$ cat src/rtl/safe_pkg.sv
// Shared definitions for the safe display: status encodings, seven-segment
// glyphs (active-low, bit order {g,f,e,d,c,b,a}) and the BCD glyph decoder.
package safe_pkg;

    typedef enum logic [1:0] {
        ST_IDLE     = 2'b00,
        ST_LOCKED   = 2'b01,
        ST_UNLOCKED = 2'b10,
        ST_ALARM    = 2'b11
    } status_e;

    localparam logic [6:0] SEG_0     = 7'b1000000;
    localparam logic [6:0] SEG_1     = 7'b1111001;
    localparam logic [6:0] SEG_2     = 7'b0100100;
    localparam logic [6:0] SEG_3     = 7'b0110000;
    localparam logic [6:0] SEG_4     = 7'b0011001;
    localparam logic [6:0] SEG_5     = 7'b0010010;
    localparam logic [6:0] SEG_6     = 7'b0000010;
    localparam logic [6:0] SEG_7     = 7'b1111000;
    localparam logic [6:0] SEG_8     = 7'b0000000;
    localparam logic [6:0] SEG_9     = 7'b0010000;
    localparam logic [6:0] SEG_DASH  = 7'b0111111;
    localparam logic [6:0] SEG_BLANK = 7'b1111111;
    localparam logic [6:0] SEG_L     = 7'b1000111;
    localparam logic [6:0] SEG_U     = 7'b1000001;
    localparam logic [6:0] SEG_E     = 7'b0000110;

    // Decode one BCD digit; non-decimal codes render blank.
    function automatic logic [6:0] bcd_to_seg(input logic [3:0] nibble);
        logic [6:0] s;
        case (nibble)
            4'd0:    s = SEG_0;
            4'd1:    s = SEG_1;
            4'd2:    s = SEG_2;
            4'd3:    s = SEG_3;
            4'd4:    s = SEG_4;
            4'd5:    s = SEG_5;
            4'd6:    s = SEG_6;
            4'd7:    s = SEG_7;
            4'd8:    s = SEG_8;
            4'd9:    s = SEG_9;
            default: s = SEG_BLANK;
        endcase
        return s;
    endfunction

endpackage

$ cat src/rtl/safe_scan_timer.sv
// Scan and blink timebase.
//   clk, rst      : clock, synchronous active-high reset
//   clr_blink_i   : restart the blink phase (blink counter cleared, blink on)
//   scan_idx_o    : digit currently being driven (0 = rightmost)
//   round_tick_o  : high on the cycle scan_idx wraps back to 0
//   blink_on_o    : blink phase, high = visible
module safe_scan_timer
    import safe_pkg::*;
#(
    parameter int unsigned NUM_DIGITS  = 4,
    parameter int unsigned REFRESH_DIV = 100000,
    parameter int unsigned BLINK_DIV   = 64,
    localparam int unsigned IDX_W = (NUM_DIGITS > 1) ? $clog2(NUM_DIGITS) : 1
) (
    input  logic             clk,
    input  logic             rst,
    input  logic             clr_blink_i,
    output logic [IDX_W-1:0] scan_idx_o,
    output logic             round_tick_o,
    output logic             blink_on_o
);

    localparam int unsigned REF_W = $clog2(REFRESH_DIV);
    localparam int unsigned BLK_W = (BLINK_DIV > 1) ? $clog2(BLINK_DIV) : 1;

    logic [REF_W-1:0] refresh_cnt_q, refresh_cnt_d;
    logic [IDX_W-1:0] scan_idx_q, scan_idx_d;
    logic [BLK_W-1:0] blink_cnt_q, blink_cnt_d;
    logic             blink_on_q, blink_on_d;
    logic             refresh_wrap, last_digit;

    assign refresh_wrap = (refresh_cnt_q == REF_W'(REFRESH_DIV - 1));
    assign last_digit   = (scan_idx_q == IDX_W'(NUM_DIGITS - 1));
    assign round_tick_o = refresh_wrap && last_digit;

    // Next-state: refresh divider, digit index, blink divider.
    always_comb begin
        refresh_cnt_d = refresh_wrap ? '0 : refresh_cnt_q + REF_W'(1);
        scan_idx_d    = scan_idx_q;
        blink_cnt_d   = blink_cnt_q;
        blink_on_d    = blink_on_q;
        if (refresh_wrap) begin
            scan_idx_d = last_digit ? '0 : scan_idx_q + IDX_W'(1);
        end
        // A blink restart beats a toggle landing on the same cycle.
        if (clr_blink_i) begin
            blink_cnt_d = '0;
            blink_on_d  = 1'b1;
        end else if (round_tick_o) begin
            if (blink_cnt_q == BLK_W'(BLINK_DIV - 1)) begin
                blink_cnt_d = '0;
                blink_on_d  = ~blink_on_q;
            end else begin
                blink_cnt_d = blink_cnt_q + BLK_W'(1);
            end
        end
    end

    always_ff @(posedge clk) begin
        if (rst) begin
            refresh_cnt_q <= '0;
            scan_idx_q    <= '0;
            blink_cnt_q   <= '0;
            blink_on_q    <= 1'b1;
        end else begin
            refresh_cnt_q <= refresh_cnt_d;
            scan_idx_q    <= scan_idx_d;
            blink_cnt_q   <= blink_cnt_d;
            blink_on_q    <= blink_on_d;
        end
    end

    assign scan_idx_o = scan_idx_q;
    assign blink_on_o = blink_on_q;

endmodule

$ cat src/rtl/safe_display_scan.sv
// Time-multiplexed seven-segment driver for the safe status display.
//   clk, rst  : clock, synchronous active-high reset
//   status    : safe mode (IDLE / LOCKED / UNLOCKED / ALARM)
//   entry_bcd : keypad entry digits, nibble i -> digit i (digit 0 rightmost)
//   entry_len : count of valid entry digits, clamped to NUM_DIGITS
//   seg, dp   : active-low segments {g,f,e,d,c,b,a} and decimal point
//   an        : active-low digit enables, at most one low
module safe_display_scan
    import safe_pkg::*;
#(
    parameter int unsigned NUM_DIGITS  = 4,
    parameter int unsigned REFRESH_DIV = 100000,
    parameter int unsigned BLINK_DIV   = 64,
    localparam int unsigned LEN_W = $clog2(NUM_DIGITS + 1)
) (
    input  logic                    clk,
    input  logic                    rst,
    input  logic [1:0]              status,
    input  logic [4*NUM_DIGITS-1:0] entry_bcd,
    input  logic [LEN_W-1:0]        entry_len,
    output logic [6:0]              seg,
    output logic                    dp,
    output logic [NUM_DIGITS-1:0]   an
);

    localparam int unsigned IDX_W = (NUM_DIGITS > 1) ? $clog2(NUM_DIGITS) : 1;

    logic [IDX_W-1:0]      scan_idx;
    logic                  round_tick, blink_on;
    logic [1:0]            status_q;
    logic                  status_chg, blink_vis;
    logic [6:0]            seg_q, seg_d;
    logic                  dp_q, dp_d;
    logic [NUM_DIGITS-1:0] an_q, an_d;
    logic [LEN_W-1:0]      len_clamp;
    logic [3:0]            digit_bcd [NUM_DIGITS];
    logic                  is_last;

    assign status_chg = (status != status_q);
    // The restart is visible in the very cycle the mode changes.
    assign blink_vis  = blink_on | status_chg;

    safe_scan_timer #(
        .NUM_DIGITS (NUM_DIGITS),
        .REFRESH_DIV(REFRESH_DIV),
        .BLINK_DIV  (BLINK_DIV)
    ) u_timer (
        .clk         (clk),
        .rst         (rst),
        .clr_blink_i (status_chg),
        .scan_idx_o  (scan_idx),
        .round_tick_o(round_tick),
        .blink_on_o  (blink_on)
    );

    for (genvar g = 0; g < NUM_DIGITS; g++) begin : g_digit
        assign digit_bcd[g] = entry_bcd[4*g +: 4];
    end

    assign len_clamp = (entry_len > LEN_W'(NUM_DIGITS)) ? LEN_W'(NUM_DIGITS) : entry_len;
    assign is_last   = (scan_idx == IDX_W'(NUM_DIGITS - 1));

    // Glyph, decimal point and enable for the digit being scanned.
    always_comb begin
        seg_d = SEG_BLANK;
        dp_d  = 1'b1;
        an_d  = ~(NUM_DIGITS'(1) << scan_idx);
        case (status_e'(status))
            ST_IDLE: begin
                seg_d = (LEN_W'(scan_idx) < len_clamp) ? bcd_to_seg(digit_bcd[scan_idx])
                                                       : SEG_DASH;
                dp_d  = !((scan_idx == '0) && (len_clamp == LEN_W'(NUM_DIGITS)));
            end
            ST_LOCKED:   seg_d = is_last ? SEG_L : SEG_DASH;
            ST_UNLOCKED: seg_d = is_last ? SEG_U : SEG_BLANK;
            ST_ALARM: begin
                if (blink_vis) begin
                    seg_d = SEG_E;
                end else begin
                    an_d = '1;
                end
            end
            default: seg_d = SEG_BLANK;
        endcase
    end

    always_ff @(posedge clk) begin
        if (rst) begin
            seg_q    <= SEG_BLANK;
            dp_q     <= 1'b1;
            an_q     <= '1;
            status_q <= ST_IDLE;
        end else begin
            seg_q    <= seg_d;
            dp_q     <= dp_d;
            an_q     <= an_d;
            status_q <= status;
        end
    end

    // A round tick must coincide with the last digit of the scan.
    always_ff @(posedge clk) begin
        if (!rst && round_tick) begin
            assert (scan_idx == IDX_W'(NUM_DIGITS - 1));
        end
    end

    assign seg = seg_q;
    assign dp  = dp_q;
    assign an  = an_q;

endmodule

$ cat config.mk
export PLATFORM = sky130hd
export DESIGN_NAME = safe_display_scan
export DESIGN_NICKNAME = d
export VERILOG_FILES = /design/src/rtl/safe_pkg.sv /design/src/rtl/safe_scan_timer.sv /design/src/rtl/safe_display_scan.sv
export SDC_FILE = /design/constraint.sdc
export NUM_CORES = 1
export LEC_CHECK = 0
export BUFFER_PORTS_ARGS = -buffer_cell sky130_fd_sc_hd__buf_2
export CAP_MARGIN = 20
export CORE_ASPECT_RATIO = 1.1
export CORE_MARGIN = 5
export CORE_UTILIZATION = 50
export CTS_CLUSTER_DIAMETER = 150
export CTS_CLUSTER_SIZE = 30
export DETAILED_ROUTE_END_ITERATION = 7
export PLACE_DENSITY = 0.8
export SYNTH_ARGS = -nofsm -noshare
export SYNTH_HDL_FRONTEND = slang
export SYNTH_SLANG_ARGS = --single-unit
$ cat constraint.sdc
create_clock -name clk -period 1.9 [get_ports clk]
set_input_delay 0 -clock clk [delete_from_list [all_inputs] [get_ports clk]]
set_output_delay 0 -clock clk [all_outputs]
set_load 0.01 [all_outputs]
* Word-level counts from Yosys, hierarchy flattened *
Memories as Yosys holds them, arrays and structs flattened.
Index checks and enable logic that the tools add are counted.

word-level totals
  output and inout port bits = 12
  input port bits = 23
  register bits = 40
  memories = 1
  ROM bits = 112
  word-level logic and storage cells = 51

operators by class
  multiplexer cells = 13
  $add $sub $neg = 3
  shift-type cells = 1
  equal/unequal tests = 8
  reductions and logical operators = 9
  magnitude comparators = 3
  bitwise logic cells = 5

memories
  name              words  bits a word  rd ports  clocked after Yosys merged registers in  wr ports  RTL line        text
  (name not given)  16     7            1         0                                        0         safe_pkg.sv:31  case (nibble)

operators with widths
  cell                                                       count
  case mux 7 bit (4 select lines)                            1
  2-to-1 mux 7 bit                                           3
  adder 17 x 1 -> 17 bit (second input constant)             1
  equality test 17 bit (second input constant)               1
  2-to-1 mux 4 bit                                           4
  2-to-1 mux 6 bit                                           2
  binary-select mux 4 bit (select 2 bit)                     1
  adder 6 x 1 -> 6 bit (second input constant)               1
  equality test 2 bit (second input constant)                3
  equality test 6 bit (second input constant)                1
  OR reduction 2 bit                                         3
  zero test 2 bit                                            2
  inverter 4 bit                                             1
  left shift 1 x 2 -> 4 bit (first input constant)           1
  equality test 3 bit (second input constant)                1
  greater-or-equal comparator 3 bit (second input constant)  1
  > comparator 3 bit (second input constant)                 1
  < comparator 2 x 3 -> 1 bit                                1
  2-to-1 mux 3 bit                                           1
  inverter 2 -> 3 bit                                        1
  adder 2 x 1 -> 2 bit (second input constant)               1
  equality test 2 x 1 -> 1 bit (second input constant)       1
  logical AND 1 bit                                          2
  2-to-1 mux 2 bit                                           1
  other kinds (5)                                            6

* Logic depth before layout (Yosys ltp) *
Gate-level depths: netlist of the first run.
An unclocked memory read counts as a cell.

  depth after elaboration = 7
  depth in mapped cells = 8
  gate-level depth less buffers = 7

* Hierarchy *
Synthesis of the first run repeated with hierarchy kept, for this count alone.

second synthesis, totals
  cell total of the unflattened synthesis = 237
  area total of the unflattened synthesis = 2,168.3 µm²

by module, submodules not included
  module             seq. area each (µm²)  area an instance (µm²)  cells each  times used
  safe_scan_timer    520.5                 1,281.2                 143         1
  safe_display_scan  280.3                 887.1                   94          1

* Worst setup path after synthesis of the first run *
Ideal clock, no wire load.

  path kind = reg-to-reg
  start = reg u_timer.scan_idx_q[0] (netlist: u_timer.scan_idx_o[0])
  end = reg seg_q[5] (netlist: seg[5])
  data arrival time = 1.842 ns
  clock period less this slack = 1.956 ns
  path slack = -0.056 ns
  setup time = 0.114 ns
  buffers on the path = 1
  required time = 1.786 ns
  stages on the path, launching flop included = 8
  path through = dfxtp_1 buf_6 mux4_2 ha_1 inv_1 mux2i_1 or3_1 a21o_1

on the way
  word-level cells in the longest chain between the ends = 7
  elaborated cells between the ends (all ways) = 11
  classes of those cells = order compare (1); eq/ne (1); mux (7); bitwise (1); memory (1)

RTL lines
  element                                              RTL line                 text
  from (decl)                                          safe_scan_timer.sv:27    logic [IDX_W-1:0] scan_idx_q, scan_idx_d;
  from (signal assigned)                               safe_scan_timer.sv:67    scan_idx_q <= scan_idx_d;
  inverter 2 -> 3 bit (implied by the code)            safe_display_scan.sv:70  seg_d = (LEN_W'(scan_idx) < len_clamp) ? bcd_to_seg(digit_bcd[scan_idx])
  binary-select mux 4 bit (select 2 bit)               safe_display_scan.sv:70
  2-to-1 mux 4 bit (implied by the code) (2 in a row)  safe_display_scan.sv:70
  memory (16 x 7 bit)                                  --
  2-to-1 mux 7 bit                                     safe_display_scan.sv:70
  case mux 7 bit (4 select lines) *                    safe_display_scan.sv:68  case (status_e'(status))
  to (signal assigned)                                 safe_display_scan.sv:94  seg_q <= seg_d;
  to (decl)                                            safe_display_scan.sv:32  logic [6:0] seg_q, seg_d;

Every way passes the cells marked *; elsewhere a longest branch is shown, timed or not. The select of a mux whose other input is x is not followed.
A chain may end at the register's enable or synchronous reset.

* Worst setup path after layout of the first run *
Same ends and word-level chain as after synthesis.

==> results summary, run 1 <==
The fill cell total of the finished layout came out at 350. The via total after detailed routing is 1,707. The part of the total power dissipated in the clock network is 0.354. The initial utilization of the core area, before any placement, comes to 0.5238. The via count of the first global-routing pass was 1,641.

Traced cell by cell, the critical path runs through mux4_2 > ha_2 > inv_2 > mux2i_1 > or3_1 > a21o_1. The worst setup path is captured at a register. The number of antenna repair diodes is 0. The setup path with the least slack is of type reg -> reg. The switching component of the power is 363.6 uW. The internal power of the cells is ~1200 uW. The share of the clock period used by the worst path after layout is 0.9695. From bottom edge to top edge, the die measures 77.84 um.

Setup violations remaining at the end of the flow were counted as 0. The total core area came out at 3994 sq um. The most critical setup path has its startpoint at u_timer.scan_idx_o[0]$_SDFFE_PP0N_. Across all register-to-register paths, the minimum setup slack is 0.06 ns.

The number of cells produced by synthesis is 229. The wire length per cell after detailed routing is 12.71 um. The initial detailed-routing violation count is 126. The combinational cell fraction of total power is 0.104. The worst-case IR drop observed on VDD is between 400 and 500 uV. The first global-routing pass estimated 7.341 mm of wire. The startpoint identified for the worst register-to-register timing path is u_timer.scan_idx_o[0]$_SDFFE_PP0N_. The maximum root-to-sink buffer count is 2. The final hold violation count is 0. The aggregate global routing overflow came out at 0.

In the final layout, the share of cells above drive strength 1 is 0.2472. The static leakage is slightly below 0.001 uW. The area of the multi-input gates came out at between 1000 and 1500 sq um.

The total count of max-transition violations in the final report is 0. The worst hold path begins at rst. The die area is between 5000 and 6000 sq um.

The routability congestion estimate from global placement came out at about 0.81. After clock tree synthesis, the clock-pin slew on the worst setup and hold paths is 0.07 ns. The root buffer cell chosen for the clock tree is sky130_fd_sc_hd__clkbuf_8. The number of rows created at floorplan came out at 24. The width of the die came out at 71.68 um. The layout-stage area growth over the synthesis result is 16.99%. The setup TNS came out at 0 ns.

STA classifies the critical path startpoint as a register. The number of levels the H-tree was split into came out at 2. In this run the worst path has a maximum fanout of 5. The number of iterations in the first detailed-routing pass came out at 4. Yosys mapped the design onto 46 distinct sky130hd cell types. The sequential cell area is roughly 810 sq um.

Derived from the worst setup path, the maximum achievable clock frequency is 542.9 MHz. The top cell types in the final layout, fill and taps aside, are sky130_fd_sc_hd__dfxtp_1, sky130_fd_sc_hd__buf_2, sky130_fd_sc_hd__nor2_1, sky130_fd_sc_hd__nand2_1, sky130_fd_sc_hd__xor2_1. The slowest library cell on the worst path is sky130_fd_sc_hd__mux4_2. Across the run, the number of max-cap violations was 0. The worst hold slack came out at between 0.02 and 0.025 ns. The sequential cell area fraction in the yosys report is 0.3828.

For the worst setup path, the data required time is about 2.1 ns. The placed wire-length estimate came out at 3.046 mm. The clock drives 40 sinks. After synthesis the cells add up to 2092 sq um. The number of enable-type register cells in the synthesized netlist came out at 0. The time the worst path needs with I/O delays and setup is between 1.5 and 2 ns.

The final wirelength is just over 4 mm. The number of buffer cells added on primary ports came out at 34. TritonCTS built the clock tree. The number of clock buffers added by TritonCTS is 5. The number of nets in the synthesized netlist came out at ~270.

The switching part of the total came out at 0.2281. The flop and latch count out of synthesis came out at 40. Power spread over the standard cell area amounts to 651.4 nW/um^2.

In this run the worst hold path is classified as in -> reg. For this run, the total global-route usage over all layers was measured as 0.1643. In this run the tightest slew margin relative to its limit is 0.6772. The register share of total power is 0.542. The run finished with clean final reports. The residual DRC count is 0.

Leaving out fill and tap cells, the most frequent cell in the layout is sky130_fd_sc_hd__dfxtp_1. The total of warnings raised by yosys came out at 0. The largest single stage delay on the critical path is 0.58 ns. Entering global routing, the biggest net connects 18 pins. The count of nets left with antenna violations once routing finished came out at 0. A synthesized cell averages approximately 9.1 sq um. The number of antenna violations at the first check in global routing was 0.

Setup repair after global routing could not meet its margin everywhere. Counting flops with an async set or reset pin after synthesis yields a share of 0. For this run, the leading register cell type out of synthesis is sky130_fd_sc_hd__dfxtp_1.

The source-to-sink clock delay at the later pin of the worst-skew pair is 0.29 ns. For the pin with the worst max-slew slack, the measured transition is approximately 0.48 ns. Between clock sinks in the finished design, the worst skew comes to 0.008762 ns. The data arrival time of the critical path came out at between 2 and 2.5 ns. The final layout contains 306 nets. The mean number of vias per cell came out at 5.285. In this run the count of I/O pins placed on the die edge is 35.
==> layer usage <==
| metal | vias up | GRT usage | share of wire | routed length (um) |
|---|---|---|---|---|
| met5 | - | 0 | 0 | 0 |
| met4 | 0 | 0.06391 | 0.023 | 94 |
| met3 | 10 | 0.05039 | 0.048 | 198 |
| met2 | 36 | 0.2794 | 0.50 | 2045 |
| met1 | 790 | 0.1914 | 0.43 | 1766 |
| li1 | 871 | - | - | - |
==> cells in the mapped netlist, types with 2 or more instances <==
| master | number | area (sq um) |
|---|---|---|
| sky130_fd_sc_hd__xor2_1 | 14 | 122.6 |
| sky130_fd_sc_hd__nand4_1 | 3 | 18.77 |
| sky130_fd_sc_hd__o211ai_1 | 4 | 30.03 |
| sky130_fd_sc_hd__and4_1 | 2 | 17.52 |
| sky130_fd_sc_hd__nand2b_1 | 3 | 18.77 |
| sky130_fd_sc_hd__or3_1 | 3 | 18.77 |
| sky130_fd_sc_hd__ha_1 | 13 | 162.7 |
| sky130_fd_sc_hd__buf_6 | 3 | 33.78 |
| sky130_fd_sc_hd__mux4_2 | 4 | 90.09 |
| sky130_fd_sc_hd__buf_2 | 3 | 15.01 |
| sky130_fd_sc_hd__and3_1 | 3 | 18.77 |
| sky130_fd_sc_hd__xnor2_1 | 4 | 35.03 |
| sky130_fd_sc_hd__dfxtp_1 | 40 | 800.8 |
| sky130_fd_sc_hd__nor2_1 | 28 | 105.1 |
| sky130_fd_sc_hd__nor2b_1 | 2 | 12.51 |
| sky130_fd_sc_hd__nand3b_1 | 2 | 15.01 |
| sky130_fd_sc_hd__nand2_1 | 20 | 75.07 |
| sky130_fd_sc_hd__nand3_1 | 13 | 65.06 |
| sky130_fd_sc_hd__a21oi_1 | 11 | 55.05 |
| sky130_fd_sc_hd__a21o_1 | 3 | 22.52 |
| sky130_fd_sc_hd__mux2i_1 | 5 | 50.05 |
| sky130_fd_sc_hd__and2_1 | 3 | 18.77 |
| sky130_fd_sc_hd__nor3_1 | 3 | 15.01 |
| sky130_fd_sc_hd__o21a_1 | 2 | 15.01 |
| sky130_fd_sc_hd__or4_1 | 2 | 15.01 |
| sky130_fd_sc_hd__o21ai_0 | 8 | 40.04 |
| sky130_fd_sc_hd__inv_1 | 9 | 33.78 |
==> final cells by class <==
cell class / count / share of cell area
multi-input combinational: 171 / 0.4959
sequential: 40 / 0.3292
timing repair buffer: 42 / 0.09509
clock buffer: 8 / 0.03681
tap: 52 / 0.02658
inverter: 10 / 0.01636
==> final timing paths <==
kind | cells after the start | to
min reg2reg | 1 | u_timer.refresh_cnt_q[0]$_SDFF_PP0_
min | 2 | status_q[0]$_SDFF_PP0_
max | 6 | seg[5]$_SDFF_PP1_
max reg2reg | 6 | seg[5]$_SDFF_PP1_
==> per-stage QoR <==
| step | area, sq um | worst slack (ns) | total power, uW | util | cells |
|---|---|---|---|---|---|
| detailed placement | 2328 | 0.01377 | 1047 | 0.5830 | 313 |
| CTS | 2431 | 0.02737 | 1614 | 0.6087 | 322 |
| global placement | 2328 | 0.05357 | 1043 | 0.5830 | 313 |
| floorplan | 2108 | -0.004853 | 992.8 | - | 229 |
| global route | 2447 | -0.02930 | 1681 | 0.6128 | 323 |
| finish | 2447 | 0.05791 | 1594 | 0.6128 | 323 |
==> kinds of logic after synthesis <==
logic type      synth area share
simple gates              0.2452
flops                     0.3828
compound gates           0.09988
xor+xnor                 0.07536
buf+inv                  0.04664
fa+ha+maj                0.07775
mux                      0.07237
==> timing repair <==
action                                  4_1_cts  5_1_grt
hold endpoints to repair                      1        0
setup buffers                                 0        1
cloned                                        0        0
endpoints found under the setup margin        1        7
resized for setup                             1        7
hold buffers                                  1        0
==> registers in the layout, indices dropped and copies added, names as in the netlist <==
name,count
seg,7
u_timer.scan_idx_o,2
u_timer.blink_on_o,1
u_timer.blink_cnt_q,6
an,4
u_timer.refresh_cnt_q,17
status_q,2
dp,1
==> power groups by stage <==
stage	logic [uW]	registers, uW	clock network (uW)
2_1_floorplan	101	891	0
3_3_place_gp	158	885	0
3_5_place_dp	161	886	0
4_1_cts	164	865	585
5_1_grt	185	867	628
6_report	166	865	564
==> worst max-delay path, delay by kind of cell (launching register included) <==
family | cells | cell delay, ns
adder cells (fa/ha/maj) | 1 | 0.22
multiplexers | 2 | 0.63
flip-flops | 1 | 0.38
buffers and inverters | 1 | 0.04
AO/OA/AOI/OAI | 1 | 0.18
AND/OR/NAND/NOR | 1 | 0.31
Note: power is estimated with default switching activity, not from simulation.
==> run 2, diff against run 1 <==
Settings changed: ABC_AREA from default to 1, PLACE_DENSITY 0.8 to 0.79.
==> run 2 against run 1 <==
Area after synthesis up 14%. Non-clock buffer count up 1. Total power rose by 2.6%. Register-to-register slack gained 0.16 ns. Clock skew down 0.0034 ns. Flip-flop and latch count is the same. Clock-buffer cell count down 1. Global-route usage rose by 1.3 points. First-iteration DRC count fell by 2.4%. Via count rose by 29%. Wire length up 25%.
==> results summary, run 2 <==
The layout-stage area growth over the synthesis result came out at 15.69%. The remaining antenna violation count after routing came out at 0. By area the synthesized netlist is led by sky130_fd_sc_hd__dfxtp_1, sky130_fd_sc_hd__nand2_1, sky130_fd_sc_hd__ha_1. The count of unique library cells instantiated by Yosys came out at 31. The share of the Yosys chip area taken by registers is 0.3370. The number of cells on the critical path came out at 9.

In the synthesized netlist the dominant register cell turns out to be sky130_fd_sc_hd__dfxtp_1. Yosys instantiated no cell more often than sky130_fd_sc_hd__nand2_1. Max-cap violations in this run came to 0. The number of rows created at floorplan came out at 26.

The count of endpoints failing setup in the final report is 0. In this run the deepest clock path goes through 2 buffers. The cell accounting for the most synthesized area is sky130_fd_sc_hd__dfxtp_1.

By startpoint and endpoint, the worst setup path is classified as reg -> reg. The final wirelength is 5.129 mm. The mean number of vias per cell is 5.007.

For the worst flop-to-flop path, the logic depth is 9. The library cell used most frequently in the layout, excluding fill and tap cells, is sky130_fd_sc_hd__nand2_1. The via total after detailed routing came out at 2,203. Across all register-to-register paths, the minimum setup slack is 0.21 ns. TritonCTS created 5 clock buffers. The clock period could shrink to 1.687 ns. The aggregate global routing overflow is 0. The via count of the first global-routing pass was 2,095.

The register with the most flip-flops in the layout has 17 of them. The final hold violation count came out at 0. In this run the critical register-to-register path is launched from u_timer.scan_idx_o[1]$_SDFFE_PP0N_.

The power per standard cell area came out at approximately 600 nW/um^2. The type of the most critical hold path is in -> reg. The y dimension of the die came out at 82.30 um. Of the cells placed in the final design, the portion with a size suffix greater than 1 is 0.1979. In this run the tightest slew margin relative to its limit is 0.6049.

The mapped netlist covers ~2400 sq um. In this run the horizontal extent of the chip is 75.73 um. The die area came out at 6232 sq um. The number of sinks handled by clock tree synthesis came out at 40. Dividing the detail-routed wire length by the instance count gives between 10 and 15 um. STA puts the critical path data arrival time at 1.87 ns. The net count of the finished layout is 420. The residual DRC count is 0. The setup TNS is 0 ns. The maximum single-stage delay on the critical path is about 0.52 ns. The share of the clock period used by the worst path after layout came out at 0.8878. The top achievable clock speed came out at 592.9 MHz.

The buffers inserted during post-CTS setup optimization is 0. The flow ran to the end, and the final reports show no timing, DRC or antenna violations. The number of antenna violations at the first check in global routing is 0. The starting density of the core came out at 0.5144.

The CTS tree is done. Leaving out fill and tap cells, the most frequent cells in the layout are sky130_fd_sc_hd__nand2_1, sky130_fd_sc_hd__nor2_1, sky130_fd_sc_hd__dfxtp_1, sky130_fd_sc_hd__inv_1, sky130_fd_sc_hd__buf_2. The top fanout value on the critical path is 8. The worst hold slack came out at 0.2593 ns. The maximum ir drop on the vdd rail is 371.8 uV.

The analysis attributes to cell leakage a power of ~0.0012 uW. The number of antenna repair diodes came out at 0. Counting instances in the post-synthesis netlist gives the leading cell types as sky130_fd_sc_hd__nand2_1, sky130_fd_sc_hd__dfxtp_1, sky130_fd_sc_hd__nor2_1. The number of nets in the synthesized netlist came out at about 380. The area share of the largest cell type after synthesis came out at 0.3370. The signal on the critical path passes through inv_2 > nand3_1 > nand2_1 > ha_1 > nand3_1 > nand3_1 > nand3_1 > nand2_1 > nand2_1. In this run, the number of DRC markers left after iteration 0 of detailed routing was 123.

The most repeated library cell on the critical path is sky130_fd_sc_hd__nand3_1. The Yosys step of the flow raised 0 warnings. The register with the most flip-flops is u_timer.refresh_cnt_q.

The global-route wire length before repair came out at roughly 8.6 mm. The number of top-level pins is 35. The worst setup path is launched from a register. Dividing the synthesized area by the synthesized cell count gives 7.009 sq um.

The largest net degree at the start of global routing came out at 13. The H-tree was split into 2 levels. Of all flip-flops after synthesis, the portion carrying an async set or reset was 0. Routability-driven placement finished with a final weighted congestion of 0.8925. The clock arrives with 0.005340 ns of skew. The placed wire-length estimate is between 3 and 4 mm. In this run the most critical hold path is launched from entry_bcd[11].

The cell sitting at the root of the clock tree is a sky130_fd_sc_hd__clkbuf_8. In this run the worst setup path begins at u_timer.scan_idx_o[1]$_SDFFE_PP0N_. The first detailed-routing pass took 5 iterations. The number of cells produced by synthesis came out at 339. The source-to-sink clock delay at the later pin of the worst-skew pair is roughly 0.29 ns. The number of enable-type register cells in the synthesized netlist came out at 0. The worst setup path is captured at a register. The kind of cell adding the most delay to the critical path is simple AND/OR/NAND/NOR gates. The number of buffer cells added on primary ports came out at 34. For this design, the slowest cell found on the critical path is sky130_fd_sc_hd__dfxtp_1.

Setup repair after global routing left no endpoint under its margin. The total count of max-transition violations in the final report is 0. Following the worst setup path forward leads to its endpoint at seg[3]$_SDFF_PP1_.

The transition time at the pin with the least slew margin came out at 0.5881 ns. Clock-pin slew was measured on the worst setup and hold paths at 0.07 ns. The overall power consumption is 1635 uW. The number of buffers and inverters on the critical path is 1.

The synthesized design contains 40 register bits. The critical path required time is 2.09 ns. The endpoint of the worst-slack reg-to-reg timing path is seg[3]$_SDFF_PP1_. Across every metal layer, demand over resource in global routing totals 0.1771. The total core area is roughly 4600 sq um.
run 2: stage by stage:
| stage | cell area, sq um | util | worst slack (ns) | instances |
|---|---|---|---|---|
| detailed placement | 2611 | 0.5653 | 0.2022 | 429 |
| floorplan | 2376 | - | 0.2578 | 339 |
| global route | 2749 | 0.5951 | 0.009564 | 440 |
| CTS | 2748 | 0.5948 | 0.1976 | 440 |
| global placement | 2611 | 0.5653 | 0.2784 | 429 |
| finish | 2749 | 0.5951 | 0.2132 | 440 |
run 2: layer usage:
metal,GRT usage,part of all wire
met1,0.2027,0.45
met2,0.3169,0.48
met3,0.04116,0.064
met4,0.06294,0.014
met5,0,0
run 2: worst min path at each step:
stage	to	slack, ns	cells after the start
final	seg[6]$_SDFF_PP1_	0.26	7
after global routing	seg[6]$_SDFF_PP1_	0.30	6
after global placement	dp$_SDFF_PP1_	0.21	2
after CTS	seg[6]$_SDFF_PP1_	0.25	7
after detailed placement	dp$_SDFF_PP1_	0.21	2
after floorplan	u_timer.scan_idx_o[1]$_SDFFE_PP0N_	0.07	1
run 2: layout make-up:
cell class	count	area [sq um]
clock buffers	7	96.34
fillers	448	1871
inverters	38	147.6
multi-input cells	256	1385
flip-flops and latches	40	802.0
well taps	56	70.07
repair buffers	43	247.7
run 2: tightest hold or removal path, cell delays in order:
cell and delay, ns:
sky130_fd_sc_hd__buf_2 0.08, sky130_fd_sc_hd__nand2_1 0.06, sky130_fd_sc_hd__nand3_2 0.08, sky130_fd_sc_hd__nand2_4 0.08, sky130_fd_sc_hd__nand3_1 0.09, sky130_fd_sc_hd__o211ai_1 0.08
sky130_fd_sc_hd__nand2_1 0.06
run 2: cells by family (layout without fill, tap and decap cells):
family                     count (synthesis)  after routing  share of synthesized area
xor gates and xnor gates                  12             12                    0.04424
DFF                                       40             40                     0.3370
AOI/OAI and AO/OA                         25             25                    0.05845
adders and majority gates                 13             13                    0.06846
buffers and inverters                     43             88                    0.08004
and+or+nand+nor                          206            206                     0.4118
run 2: repair_timing:
action,in CTS,in global routing
hold buffers,4,0
hold endpoints to repair,5,0
resized for setup,0,1
setup endpoints to repair,0,3
run 2: where the power goes:
part | internal [uW] | leakage (uW) | switching [uW]
logic | 71.6 | 0.000788 | 97.0
registers | 856 | 0.000326 | 7.06
clock network | 323 | 0.0000503 | 280
